**config.mk**
```make
export PLATFORM = sky130hd
export DESIGN_NAME = uart_boot_loader_flat
export DESIGN_NICKNAME = d
export VERILOG_FILES = /design/src/rtl/uart_boot_loader_pkg.sv /design/src/rtl/uart_boot_loader_if.sv /design/src/rtl/uart_boot_loader_timeout.sv /design/src/rtl/uart_boot_loader.sv /design/src/flat_wrapper.sv
export SDC_FILE = /design/constraint.sdc
export NUM_CORES = 1
export LEC_CHECK = 0
export CAP_MARGIN = 15
export CORE_ASPECT_RATIO = 1.75
export CORE_UTILIZATION = 25
export CTS_CLUSTER_DIAMETER = 50
export DETAILED_ROUTE_END_ITERATION = 10
export PLACE_DENSITY_LB_ADDON = 0.1
export SYNTH_ARGS = -nofsm -noshare
export SYNTH_HDL_FRONTEND = slang
export SYNTH_SLANG_ARGS = --single-unit
```
**constraint.sdc**
```tcl
create_clock -name clk -period 8.1 [get_ports clk]
set_clock_uncertainty 0.15 [all_clocks]
set_input_delay 2.025 -clock clk [delete_from_list [all_inputs] [get_ports clk]]
set_output_delay 2.025 -clock clk [all_outputs]
set_load 0.005 [all_outputs]
```
**src/rtl/uart_boot_loader_pkg.sv**
```systemverilog
// Shared definitions for the serial boot loader: frame constants,
// parser state type and the frame-length helper.
package uart_boot_loader_pkg;

  localparam logic [7:0] LOADER_SYNC      = 8'hA5;
  localparam logic [7:0] LOADER_CMD_WRITE = 8'h01;
  localparam logic [7:0] LOADER_CMD_RUN   = 8'h02;
  localparam logic [7:0] LOADER_ACK       = 8'h06;
  localparam logic [7:0] LOADER_NAK       = 8'h15;

  typedef enum logic [2:0] {
    S_IDLE,
    S_CMD,
    S_AHI,
    S_ALO,
    S_LEN,
    S_DATA,
    S_CHK
  } loader_state_t;

  // A LEN byte of zero encodes a full 256-byte payload.
  function automatic logic [8:0] frame_len(input logic [7:0] len);
    return (len == 8'h00) ? 9'd256 : {1'b0, len};
  endfunction

endpackage

```
**src/rtl/uart_boot_loader_if.sv**
```systemverilog
// Boot loader bus bundle: UART receive stream, program-memory write port,
// CPU control/status and, with UART_BOOT_LOADER_ACK_EN, the response channel.
interface uart_boot_loader_if #(
  parameter int ADDR_WIDTH = 16,
  parameter int DATA_WIDTH = 8
);
  logic [7:0]            rx_data_i;
  logic                  rx_valid_i;
  logic                  mem_we_o;
  logic [ADDR_WIDTH-1:0] mem_addr_o;
  logic [DATA_WIDTH-1:0] mem_wdata_o;
  logic                  cpu_hold_o;
  logic                  load_done_o;
  logic                  load_error_o;
`ifdef UART_BOOT_LOADER_ACK_EN
  logic [7:0]            tx_data_o;
  logic                  tx_valid_o;
  logic                  tx_ready_i;

  modport master (
    input  rx_data_i, rx_valid_i, tx_ready_i,
    output mem_we_o, mem_addr_o, mem_wdata_o,
           cpu_hold_o, load_done_o, load_error_o, tx_data_o, tx_valid_o
  );
  modport slave (
    output rx_data_i, rx_valid_i, tx_ready_i,
    input  mem_we_o, mem_addr_o, mem_wdata_o,
           cpu_hold_o, load_done_o, load_error_o, tx_data_o, tx_valid_o
  );
`else
  modport master (
    input  rx_data_i, rx_valid_i,
    output mem_we_o, mem_addr_o, mem_wdata_o,
           cpu_hold_o, load_done_o, load_error_o
  );
  modport slave (
    output rx_data_i, rx_valid_i,
    input  mem_we_o, mem_addr_o, mem_wdata_o,
           cpu_hold_o, load_done_o, load_error_o
  );
`endif
endinterface

```
**src/rtl/uart_boot_loader_timeout.sv**
```systemverilog
// Reloadable inter-byte down-counter; expired asserts once CYCLES enabled
// clocks have passed without a reload.
module loader_timeout_counter #(
  parameter int unsigned CYCLES = 1_000_000
) (
  input  logic clk,
  input  logic reset,
  input  logic reload,
  input  logic enable,
  output logic expired
);
  localparam int unsigned W = (CYCLES < 2) ? 1 : $clog2(CYCLES + 1);

  logic [W-1:0] count;

  // Reload on every byte (and while idle); count down otherwise, saturating at 0.
  always_ff @(posedge clk or posedge reset) begin
    if (reset)                         count <= W'(CYCLES);
    else if (reload)                   count <= W'(CYCLES);
    else if (enable && count != '0)    count <= count - 1'b1;
  end

  assign expired = enable && (count == '0);
endmodule

```
**src/rtl/uart_boot_loader.sv**
```systemverilog
// Serial boot loader: parses SYNC-framed WRITE/RUN commands from the UART
// byte stream, writes program memory and holds the CPU until RUN.
// Optional response channel: define UART_BOOT_LOADER_ACK_EN.
module uart_boot_loader
  import uart_boot_loader_pkg::*;
#(
  parameter int          ADDR_WIDTH     = 16,
  parameter int          DATA_WIDTH     = 8,
  parameter logic [7:0]  SYNC_BYTE      = LOADER_SYNC,
  parameter int unsigned TIMEOUT_CYCLES = 1_000_000
) (
  input  logic               clk,
  input  logic               reset,
  uart_boot_loader_if.master bus
);
  loader_state_t         state, state_next;
  logic [7:0]            b;
  logic                  v;
  logic [7:0]            addr_hi;
  logic [ADDR_WIDTH-1:0] addr;
  logic [8:0]            remain;
  logic [7:0]            csum;
  logic                  expired;

  logic                  mem_we, cpu_hold, load_done, load_error;
  logic [ADDR_WIDTH-1:0] mem_addr;
  logic [DATA_WIDTH-1:0] mem_wdata;

  logic take_sync, cap_hi, cap_lo, cap_len, do_write;
  logic cmd_write, cmd_run, frame_good, frame_bad;

  assign b = bus.rx_data_i;
  assign v = bus.rx_valid_i;

  loader_timeout_counter #(.CYCLES(TIMEOUT_CYCLES)) u_timeout (
    .clk     (clk),
    .reset   (reset),
    .reload  (v || state == S_IDLE),
    .enable  (state != S_IDLE),
    .expired (expired)
  );

  // Parser state register.
  always_ff @(posedge clk or posedge reset) begin
    if (reset) state <= S_IDLE;
    else       state <= state_next;
  end

  // Next-state decode and per-byte control strobes; a byte arriving on the
  // expiry cycle wins over the timeout.
  always_comb begin
    state_next = state;
    take_sync  = 1'b0;
    cap_hi     = 1'b0;
    cap_lo     = 1'b0;
    cap_len    = 1'b0;
    do_write   = 1'b0;
    cmd_write  = 1'b0;
    cmd_run    = 1'b0;
    frame_good = 1'b0;
    frame_bad  = 1'b0;
    if (expired && !v) begin
      state_next = S_IDLE;
      frame_bad  = 1'b1;
    end else if (v) begin
      unique case (state)
        S_IDLE: if (b == SYNC_BYTE) begin
          state_next = S_CMD;
          take_sync  = 1'b1;
        end
        S_CMD: begin
          state_next = S_IDLE;
          if (b == LOADER_CMD_WRITE) begin
            state_next = S_AHI;
            cmd_write  = 1'b1;
          end else if (b == LOADER_CMD_RUN) begin
            cmd_run    = 1'b1;
            frame_good = 1'b1;
          end else begin
            frame_bad  = 1'b1;
          end
        end
        S_AHI: begin state_next = S_ALO;  cap_hi  = 1'b1; end
        S_ALO: begin state_next = S_LEN;  cap_lo  = 1'b1; end
        S_LEN: begin state_next = S_DATA; cap_len = 1'b1; end
        S_DATA: begin
          do_write = 1'b1;
          if (remain == 9'd1) state_next = S_CHK;
        end
        S_CHK: begin
          state_next = S_IDLE;
          if (8'(csum + b) == 8'h00) frame_good = 1'b1;
          else                       frame_bad  = 1'b1;
        end
        default: state_next = S_IDLE;
      endcase
    end
  end

  // Field capture, checksum, memory write port and CPU control/status.
  always_ff @(posedge clk or posedge reset) begin
    if (reset) begin
      addr_hi    <= '0;
      addr       <= '0;
      remain     <= '0;
      csum       <= '0;
      mem_we     <= 1'b0;
      mem_addr   <= '0;
      mem_wdata  <= '0;
      cpu_hold   <= 1'b1;
      load_done  <= 1'b0;
      load_error <= 1'b0;
    end else begin
      mem_we    <= do_write;
      load_done <= cmd_run;
      if (take_sync) csum <= '0;
      else if (cap_hi || cap_lo || cap_len || do_write) csum <= csum + b;
      if (cap_hi)  addr_hi <= b;
      if (cap_lo)  addr    <= ADDR_WIDTH'({addr_hi, b});
      if (cap_len) remain  <= frame_len(b);
      if (do_write) begin
        mem_addr  <= addr;
        mem_wdata <= DATA_WIDTH'(b);
        addr      <= addr + 1'b1;
        remain    <= remain - 1'b1;
      end
      if (cmd_write) cpu_hold <= 1'b1;
      if (cmd_run)   cpu_hold <= 1'b0;
      if (take_sync) load_error <= 1'b0;
      if (frame_bad) load_error <= 1'b1;
    end
  end

  assign bus.mem_we_o     = mem_we;
  assign bus.mem_addr_o   = mem_addr;
  assign bus.mem_wdata_o  = mem_wdata;
  assign bus.cpu_hold_o   = cpu_hold;
  assign bus.load_done_o  = load_done;
  assign bus.load_error_o = load_error;

`ifdef UART_BOOT_LOADER_ACK_EN
  logic [7:0] tx_data;
  logic       tx_valid;

  // One-deep response slot; a newer frame result overwrites an undrained one.
  always_ff @(posedge clk or posedge reset) begin
    if (reset) begin
      tx_data  <= '0;
      tx_valid <= 1'b0;
    end else if (frame_good || frame_bad) begin
      tx_data  <= frame_good ? LOADER_ACK : LOADER_NAK;
      tx_valid <= 1'b1;
    end else if (tx_valid && bus.tx_ready_i) begin
      tx_valid <= 1'b0;
    end
  end

  assign bus.tx_data_o  = tx_data;
  assign bus.tx_valid_o = tx_valid;
`endif
endmodule
```
**src/flat_wrapper.sv**
```systemverilog
// flat-port wrapper written by rule: the top's interface ports become plain ports
module uart_boot_loader_flat import uart_boot_loader_pkg::*;
#(
  parameter int          ADDR_WIDTH     = 16,
  parameter int          DATA_WIDTH     = 8,
  parameter logic [7:0]  SYNC_BYTE      = LOADER_SYNC,
  parameter int unsigned TIMEOUT_CYCLES = 1_000_000
)
  (clk, reset, bus_rx_data_i, bus_rx_valid_i, bus_mem_we_o, bus_mem_addr_o, bus_mem_wdata_o, bus_cpu_hold_o, bus_load_done_o, bus_load_error_o);
  uart_boot_loader_if #(.ADDR_WIDTH(ADDR_WIDTH), .DATA_WIDTH(DATA_WIDTH)) bus_i ();
  input  logic clk;
  input  logic reset;
  input wire logic [$bits(bus_i.rx_data_i)-1:0] bus_rx_data_i;
  input wire logic [$bits(bus_i.rx_valid_i)-1:0] bus_rx_valid_i;
  output wire logic [$bits(bus_i.mem_we_o)-1:0] bus_mem_we_o;
  output wire logic [$bits(bus_i.mem_addr_o)-1:0] bus_mem_addr_o;
  output wire logic [$bits(bus_i.mem_wdata_o)-1:0] bus_mem_wdata_o;
  output wire logic [$bits(bus_i.cpu_hold_o)-1:0] bus_cpu_hold_o;
  output wire logic [$bits(bus_i.load_done_o)-1:0] bus_load_done_o;
  output wire logic [$bits(bus_i.load_error_o)-1:0] bus_load_error_o;
  assign bus_i.rx_data_i = bus_rx_data_i;
  assign bus_i.rx_valid_i = bus_rx_valid_i;
  assign bus_mem_we_o = bus_i.mem_we_o;
  assign bus_mem_addr_o = bus_i.mem_addr_o;
  assign bus_mem_wdata_o = bus_i.mem_wdata_o;
  assign bus_cpu_hold_o = bus_i.cpu_hold_o;
  assign bus_load_done_o = bus_i.load_done_o;
  assign bus_load_error_o = bus_i.load_error_o;
  uart_boot_loader #(.ADDR_WIDTH(ADDR_WIDTH), .DATA_WIDTH(DATA_WIDTH), .SYNC_BYTE(SYNC_BYTE), .TIMEOUT_CYCLES(TIMEOUT_CYCLES)) u_core (.clk(clk), .reset(reset), .bus(bus_i));
endmodule
```
; ---- Word level (Yosys, flattened, before mapping)
; Index checks and enable logic that the tools add are counted.
[classes]
add_sub_neg = 4
eq_ne = 12
mux = 50
reduce_logical = 22
[ops]
columns = cell, n
row1 = 20-bit 2-to-1 mux, 2
row2 = 1-bit 2-to-1 mux, 34
row3 = 16-bit 2-to-1 mux, 2
row4 = 9-bit 2-to-1 mux, 3
row5 = 20-bit zero test, 1
row6 = 20-bit nonzero test, 1
row7 = "20-bit by 1-bit subtractor with 20-bit output, second input constant", 1
row8 = 3-bit case mux with 6 select lines, 1
row9 = "16-bit by 1-bit adder with 16-bit output, second input constant", 1
row10 = 8-bit zero test, 2
row11 = 8-bit 2-to-1 mux, 2
row12 = 2-bit nonzero test, 7
row13 = 3-bit 2-to-1 mux, 4
row14 = "3-bit equality test, second input constant", 3
row15 = "9-bit by 1-bit equality test with 1-bit output, second input constant", 1
row16 = "9-bit by 1-bit subtractor with 9-bit output, second input constant", 1
row17 = 8-bit adder, 1
row18 = "8-bit by 1-bit equality test with 1-bit output, second input constant", 1
row19 = "8-bit by 2-bit equality test with 1-bit output, second input constant", 1
row20 = "8-bit equality test, second input constant", 1
row21 = "3-bit by 2-bit equality test with 1-bit output, second input constant", 2
row22 = 1-bit logical OR, 4
row23 = "3-bit by 1-bit equality test with 1-bit output, second input constant", 1
row24 = 1-bit logical AND, 3
row25 = 8 further kinds, 8
[totals]
regBits = 92
inputBits = 11
output_inout_bits = 28
wordCells = 100

; ---- Depth between registers and ports, before layout
; Gate-level depths: netlist of the first run.
[logic_depth]
depth_word = 9
depth_mapped = 8
mapped_depth_nobuf = 7

; ---- Cells and area by module
; From an unflattened synthesis of the first run, not the netlist that was laid out.
[unflattened]
hier_cells = 545
area_unflattened_um2 = 5108.6
[modules_own_cells]
columns = module, n_inst, cells_each, area_per_inst_um2, seq_area_each_um2
row1 = uart_boot_loader, 1, 421, 3900.0, 1803.0
row2 = loader_timeout_counter, 1, 124, 1208.7, 509.2

; ---- Worst setup path after synthesis of the first run
; OpenSTA, ideal clock, no wires.
[synth_path]
path_kind = input to register
startpoint = in bus_rx_data_i[0]
endpoint = reg u_core.load_error (netlist: u_core.bus.load_error_o)
setup_ns = 0.131
t_arrival_ns = 3.645
required_ns = 7.819
setup_slack_ns = 4.174
path_stages = 7
path_buffers = 0
path_cell_list = ha_1 fa_1 a211oi_1 o21ba_1 o221ai_1 a2111oi_0 o21ai_1
[synth_via]
elab_chain_len = 7
word_cells_on_any_way = 17
cone_classes = add/sub (1) / eq/ne (3) / mux (11) / reduce/logical (2)
[synth_rtl]
columns = element, line_no
row1 = "start, declared", flat_wrapper.sv:13  ; input wire logic [$bits(bus_i.rx_data_i)-1:0] bus_rx_data_i;
row2 = 8-bit adder or 8-bit by 2-bit equality test with 1-bit output (tied branches), "uart_boot_loader.sv:92, uart_boot_loader.sv:76"
row3 = 8-bit zero test or 1-bit 2-to-1 mux (tied branches), "uart_boot_loader.sv:92, uart_boot_loader.sv:76"
row4 = 1-bit 2-to-1 mux (on tied branches), "uart_boot_loader.sv:92, uart_boot_loader.sv:73"
row5 = 1-bit case mux with 2 select lines, uart_boot_loader.sv:66  ; unique case (state)
row6 = 1-bit 2-to-1 mux, uart_boot_loader.sv:65  ; end else if (v) begin
row7 = 1-bit 2-to-1 mux, uart_boot_loader.sv:62  ; if (expired && !v) begin
row8 = 1-bit 2-to-1 mux or 2-bit nonzero test (tied branches), -
row9 = "end signal, assigned", uart_boot_loader.sv:112  ; load_error <= 1'b0;
row10 = "end signal, assigned", uart_boot_loader.sv:129  ; if (take_sync) load_error <= 1'b0;
row11 = "end signal, assigned", uart_boot_loader.sv:130  ; if (frame_bad) load_error <= 1'b1;
row12 = "end, declared", uart_boot_loader.sv:25  ; logic mem_we, cpu_hold, load_done, load_error;
; Several ways; a longest one is shown, not always the timed one.
; A chain may end at the register's enable or synchronous reset.

; ---- Worst setup path after layout of the first run
[layout_path]
startpoint = in bus_rx_valid_i
endpoint = reg u_core.addr[12]
[layout_via]
elab_chain_len = 4
word_cells_on_any_way = 8
cone_classes = mux (5) / reduce/logical (3)
[layout_rtl]
columns = element, line_no
row1 = "start, declared", flat_wrapper.sv:14  ; input wire logic [$bits(bus_i.rx_valid_i)-1:0] bus_rx_valid_i;
row2 = 1-bit zero test, uart_boot_loader.sv:62
row3 = 1-bit logical AND, uart_boot_loader.sv:62
row4 = 1-bit 2-to-1 mux, uart_boot_loader.sv:62
row5 = 16-bit 2-to-1 mux or 2-bit nonzero test (tied branches), -
row6 = "end signal, assigned", uart_boot_loader.sv:119  ; if (cap_lo) addr <= ADDR_WIDTH'({addr_hi, b});
row7 = "end signal, assigned", uart_boot_loader.sv:124  ; addr <= addr + 1'b1;
row8 = "end, declared", uart_boot_loader.sv:20  ; logic [ADDR_WIDTH-1:0] addr;
; Several ways; a longest one is shown, not always the timed one.

==> results.toml, run 1 <==
[route]
drc_errors = 0
drt_pass1_iterations = 4
ant_nets = 0
via_count = 4088
drt-vias-per-instance = 5.11
detail_route.iter0.violations = 168
avgRoutedWirePerCell_um = 17.6
routed_wirelength_um = 14100

[yosys]
ys_async_sr_fraction_pct = 100
syn_area_per_cell_um2 = 9.42
synth_edf_count = 0
ys_seq_elements = 92
yosysSeqAreaShare_pct = 46.6
syn-cell-area_um2 = 4970
synth_flop_cell = "dfrtp_1"
syn_nets = 551
yosys_warnings = 0
yosysUniqueCellTypes = 80
synth_cells = 527

[clock_network]
cts.sinks = 92
cts_tree = "done"
htree_levels = 3
cts-root-buf = "clkbuf_16"
cts_buffer_depth = 2
cts_hold_buf = 0
cts_buffers = 9
clk_latency_ns = 0.36
ctsResizeCount = 0
clkTransAtPathRegs_ns = 0.07
cts_setup_buffers = 0

[finish]
syn2layout_area_growth_pct = 18.1
fin_cells = 800
final_cell_mix = "98 x nand2_1, 84 x dfrtp_1, 49 x nor2_1, 38 x clkdlybuf4s50_1, 23 x a21oi_1"
fin_nets = 578
layout_commonest_cell = "nand2_1"
diodes = 0
drive_above_1_share_pct = 8.59

[worst_hold_path]
hold_path.class = "reg2reg"

[die]
initial_core_util_pct = 25.8
die_w_um = 109
rows = 67
die_area_um2 = 20500
core_um2 = 19300
ios = 39
dieHeight_um = 188

[power]
p_seq_share_pct = 38.2
power_mw = 2.08
p_sw_share_pct = 39.7
p_leak_nw = 2.43
vdd_ir_drop_max_mv = 0.109
powerDensity_nw_per_um2 = 355
p_comb_share_pct = 40.7
p_int_mw = 1.26
switching_power_mw = 0.827
clockPowerShare_pct = 21.2

[critical_path]
cp.arrival_ns = 4.97
crit_fanout = 38
crit_required_ns = 8.21
endpoint_kind = "flip-flop"
path_class = "in2reg"
start_kind = "primary input"

[placement]
hpwl_um = 10000
pre_cts_slack_ns = 2.84
port_buffers = 38
gp_congestion = 0.769
dp_cells = 784

[global_route]
grt_pass1_wl_um = 23100
grt_pass1_vias = 4172
gr-usage-met1_pct = 17.5
antenna_found_initial = 0
grt_use_met3_pct = 2.35
grt_max_degree = 48
grt_util_all_layers_pct = 14.9
grt_remaining_overflow = 0
grt-busiest-layer = "met2"
met2_usage_pct = 25.7

[timing]
finalCritPeriodShare_pct = 60.0
slew_violations = 0
rsz0062_at_grt = "no"
worstMarginPinSlew_ns = 0.825
fin_crit_ns = 4.86
fmax_mhz = 206
setup_slack_ns = 3.24
setup_tns_ns = 0
timing.slew.headroom_pct = 44.7
setup_viol = 0
final-hold-violation-count = 0

[status]
status = "complete, no violations"

[run]
maxCapViolCount = 0
cell type report:
class / instances / area [µm²]
fillers: 2054 / 13400
multi-input cells: 396 / 2480
flip-flops and latches: 92 / 2310
repair buffers: 42 / 410
well taps: 241 / 302
clock buffers: 11 / 243
clock inverters: 5 / 61.3
inverters: 13 / 51.3
cell usage after synthesis, types with 8 or more instances:
master,count,area (µm²)
ha_1,12,150
a211oi_1,13,97.6
nand2_1,98,368
clkbuf_1,15,56.3
xnor2_1,10,87.6
dfstp_2,8,210
nand3_1,18,90.1
a21oi_1,23,115
nor3b_1,8,60.1
mux2_1,8,90.1
inv_1,12,45.0
nor2_1,49,184
o21ai_0,10,50.1
nor3_1,14,70.1
xor2_1,11,96.3
dfrtp_1,84,2100
layer usage:
layer / share of wire [%] / vias to the layer above
li1: - / 1959
met1: 42 / 2032
met2: 53 / 73
met3: 2.7 / 24
met4: 3.0 / 0
met5: 0 / -
stage by stage:
stage	hold slack (ns)	area, µm²	utilization, %
final	0.329	5860	30.4
after global routing	0.359	5860	30.4
after detailed placement	0.318	5560	28.8
after global placement	0.315	5560	28.8
after CTS	0.335	5860	30.4
after floorplan	0.304	4970	-
power groups by stage:
stage               clock network [mW]  registers [mW]  logic, mW
floorplan                            0           0.740      0.616
global placement                     0           0.799      0.853
detailed placement                   0           0.804      0.857
CTS                              0.454           0.797      0.860
global route                     0.471           0.823      0.956
finish                           0.441           0.795      0.847
sequential cells by signal, indices dropped and copies added (netlist names), 3 cells and up:
signal and count:
u_core.addr 16, u_core.csum 8, u_core.state 3, u_core.u_timeout.count 20, u_core.remain 9, u_core.bus.mem_wdata_o 8
u_core.addr_hi 8, u_core.bus.mem_addr_o 16
critical path, cell delays in order:
cell and delay, ns:
clkdlybuf4s50_1 0.90, and3b_1 0.55, nand2_1 0.10, buf_4 0.27, inv_2 0.47, and2_1 0.28, a311oi_1 0.12, a211oi_1 0.23
logic make-up after synthesis:
logic type / synth area share, %
AND/OR/NAND/NOR: 23.7
AO/OA/AOI/OAI: 16.9
flip-flops: 46.6
buffers and inverters: 3.43
XOR/XNOR: 3.70
adder cells (fa/ha/maj): 3.43
multiplexers: 2.22
final timing paths:
check,start,endpoint,slack (ns),cells past startpoint
max,bus_rx_valid_i,u_core.addr[12]$_DFFE_PP0P_,3.24,8
min,u_core.bus.mem_addr_o[8]$_DFFE_PP0P_,u_core.bus.mem_addr_o[8]$_DFFE_PP0P_,0.33,2
max reg2reg,u_core.state[2]$_DFFE_PP0P_,u_core.addr[12]$_DFFE_PP0P_,5.12,7
min reg2reg,u_core.bus.mem_addr_o[8]$_DFFE_PP0P_,u_core.bus.mem_addr_o[8]$_DFFE_PP0P_,0.33,2
max in group asynchronous,reset,u_core.bus.mem_addr_o[3]$_DFFE_PP0P_,4.78,3
min in group asynchronous,reset,u_core.csum[2]$_DFFE_PP0P_,1.95,2
Note: power is estimated with default switching activity, not from simulation.
==> run 2: changes to the inputs <==
==> constraint.sdc (replaced) <==
create_clock -name clk -period 4.1 [get_ports clk]
set_clock_uncertainty 0.15 [all_clocks]
set_input_delay 1.025 -clock clk [delete_from_list [all_inputs] [get_ports clk]]
set_output_delay 1.025 -clock clk [all_outputs]
set_load 0.005 [all_outputs]
==> results.toml, run 2 (same netlist as run 1, synthesis figures left out) <==
[route]
met3WireLength_um = 330
avgRoutedWirePerCell_um = 17.4
routed_wirelength_um = 14200
top_layer_used = "met4"
ant_nets = 0
detail_route.iter0.violations = 223
drt-vias-per-instance = 5.02
drc_errors = 0
drt_pass1_iterations = 4
via_count = 4088
wl_met1_um = 5770
wl_met2_um = 7570

[clock_network]
cts_buffer_depth = 2
cts_tree = "done"
cts.sinks = 92
cts-root-buf = "clkbuf_16"
htree_levels = 3
cts_setup_buffers = 0
cts_buffers = 9
clk_latency_ns = 0.35
ctsResizeCount = 0
clkTransAtPathRegs_ns = 0.07
cts_hold_buf = 0

[timing]
slew_violations = 0
timing.slew.headroom_pct = 36.7
fin_crit_ns = 3.26
finalCritPeriodShare_pct = 79.4
fmax_mhz = 307
setup_viol = 0
setup_tns_ns = 0
setup_slack_ns = 0.844
final-hold-violation-count = 0
rsz0062_at_grt = "no"
worstMarginPinSlew_ns = 0.949

[worst_hold_path]
hold_end = "u_core.bus.mem_addr_o[8]$_DFFE_PP0P_"
hold_path.class = "reg2reg"
hold_path_depth = 2
hp-start = "u_core.bus.mem_addr_o[8]$_DFFE_PP0P_"

[status]
status = "complete, no violations"

[global_route]
grt_pass1_wl_um = 23100
grt_remaining_overflow = 0
antenna_found_initial = 0
grt_util_all_layers_pct = 14.8
grt_max_degree = 69
grt_pass1_vias = 4306

[finish]
diodes = 0
fin_nets = 592
syn2layout_area_growth_pct = 20.6
largest_register = "u_core.u_timeout.count"
utilization_pct = 31.1
final_area_um2 = 5990
final_cell_mix = "98 x nand2_1, 84 x dfrtp_1, 49 x nor2_1, 38 x clkdlybuf4s50_1, 23 x a21oi_1"
layout_commonest_cell = "nand2_1"
largest_register_ffs = 20
drive_above_1_share_pct = 11.0

[critical_path]
crit_required_ns = 4.18
worstRegToRegCells = 5
crit_chain = "clkdlybuf4s50_1 > ha_1 > fa_1 > a211oi_1 > o21ba_1 > o221ai_1 > a2111oi_0 > o21ai_1"
reg2reg_setup_slack_ns = 1.45
cpPeakStageDelay_ns = 0.47
worstReg2RegEnd = "u_core.bus.load_error_o$_DFFE_PP0P_"
r2r-start = "u_core.state[0]$_DFFE_PP0P_"
path_class = "in2reg"
crit_fanout = 3
cp.arrival_ns = 3.34
endpoint_kind = "flip-flop"
start_kind = "primary input"
cp_slowest_cell = "a2111oi_0"

[placement]
hpwl_um = 10100
pre_cts_slack_ns = 0.464
port_buffers = 38
gp_congestion = 0.828
dpl-instance-area_um2 = 5660

[run]
maxCapViolCount = 0

[die]
die_area_um2 = 20500
die_w_um = 109
core_um2 = 19300
initial_core_util_pct = 25.8
rows = 67
ios = 39
dieHeight_um = 188

[power]
power_mw = 4.17
vdd_ir_drop_max_mv = 0.196
powerDensity_nw_per_um2 = 697
p_leak_nw = 2.52
==> run 2: worst max-delay path by stage <==
stage,start,to
floorplan,reset,u_core.addr[0]$_DFFE_PP0P_
global placement,bus_rx_data_i[0],u_core.bus.load_error_o$_DFFE_PP0P_
detailed placement,bus_rx_data_i[0],u_core.bus.load_error_o$_DFFE_PP0P_
CTS,bus_rx_data_i[0],u_core.bus.load_error_o$_DFFE_PP0P_
global route,bus_rx_data_i[0],u_core.bus.load_error_o$_DFFE_PP0P_
finish,bus_rx_data_i[0],u_core.bus.load_error_o$_DFFE_PP0P_
==> run 2: final cells by class <==
type                    instances  area, µm²
clock buffers                  10        239
clock inverters                 6       86.3
fillers                      2068      13300
inverters                      13       51.3
multi-input cells             396       2480
flip-flops and latches         92       2310
well taps                     241        302
repair buffers                 56        515
==> run 2: where the power goes <==
part / switching [mW] / internal (mW) / leakage [nW]
Clock: 0.369 / 0.551 / 0.159
Combinational: 0.887 / 0.767 / 1.22
Sequential: 0.363 / 1.23 / 1.14
==> run 2: worst max-delay path, delay by kind of cell <==
family                   cells  cell delay [ns]
AO/OA/AOI/OAI                5             1.21
adder cells (fa/ha/maj)      2             0.67
buffers and inverters        1             0.43
==> run 2: metal layers <==
layer  up-vias  global-route usage (%)
met5         -                       0
met4         0                    7.64
met1      2021                    16.9
li1       1988                       -
met3        28                    2.39
met2        51                    26.1
==> run 2: through the flow <==
stage	cells	hold slack (ns)
3_5_place_dp	798	0.317
2_1_floorplan	527	0.304
3_3_place_gp	798	0.311
4_1_cts	814	0.334
6_report	814	0.323
5_1_grt	814	0.361
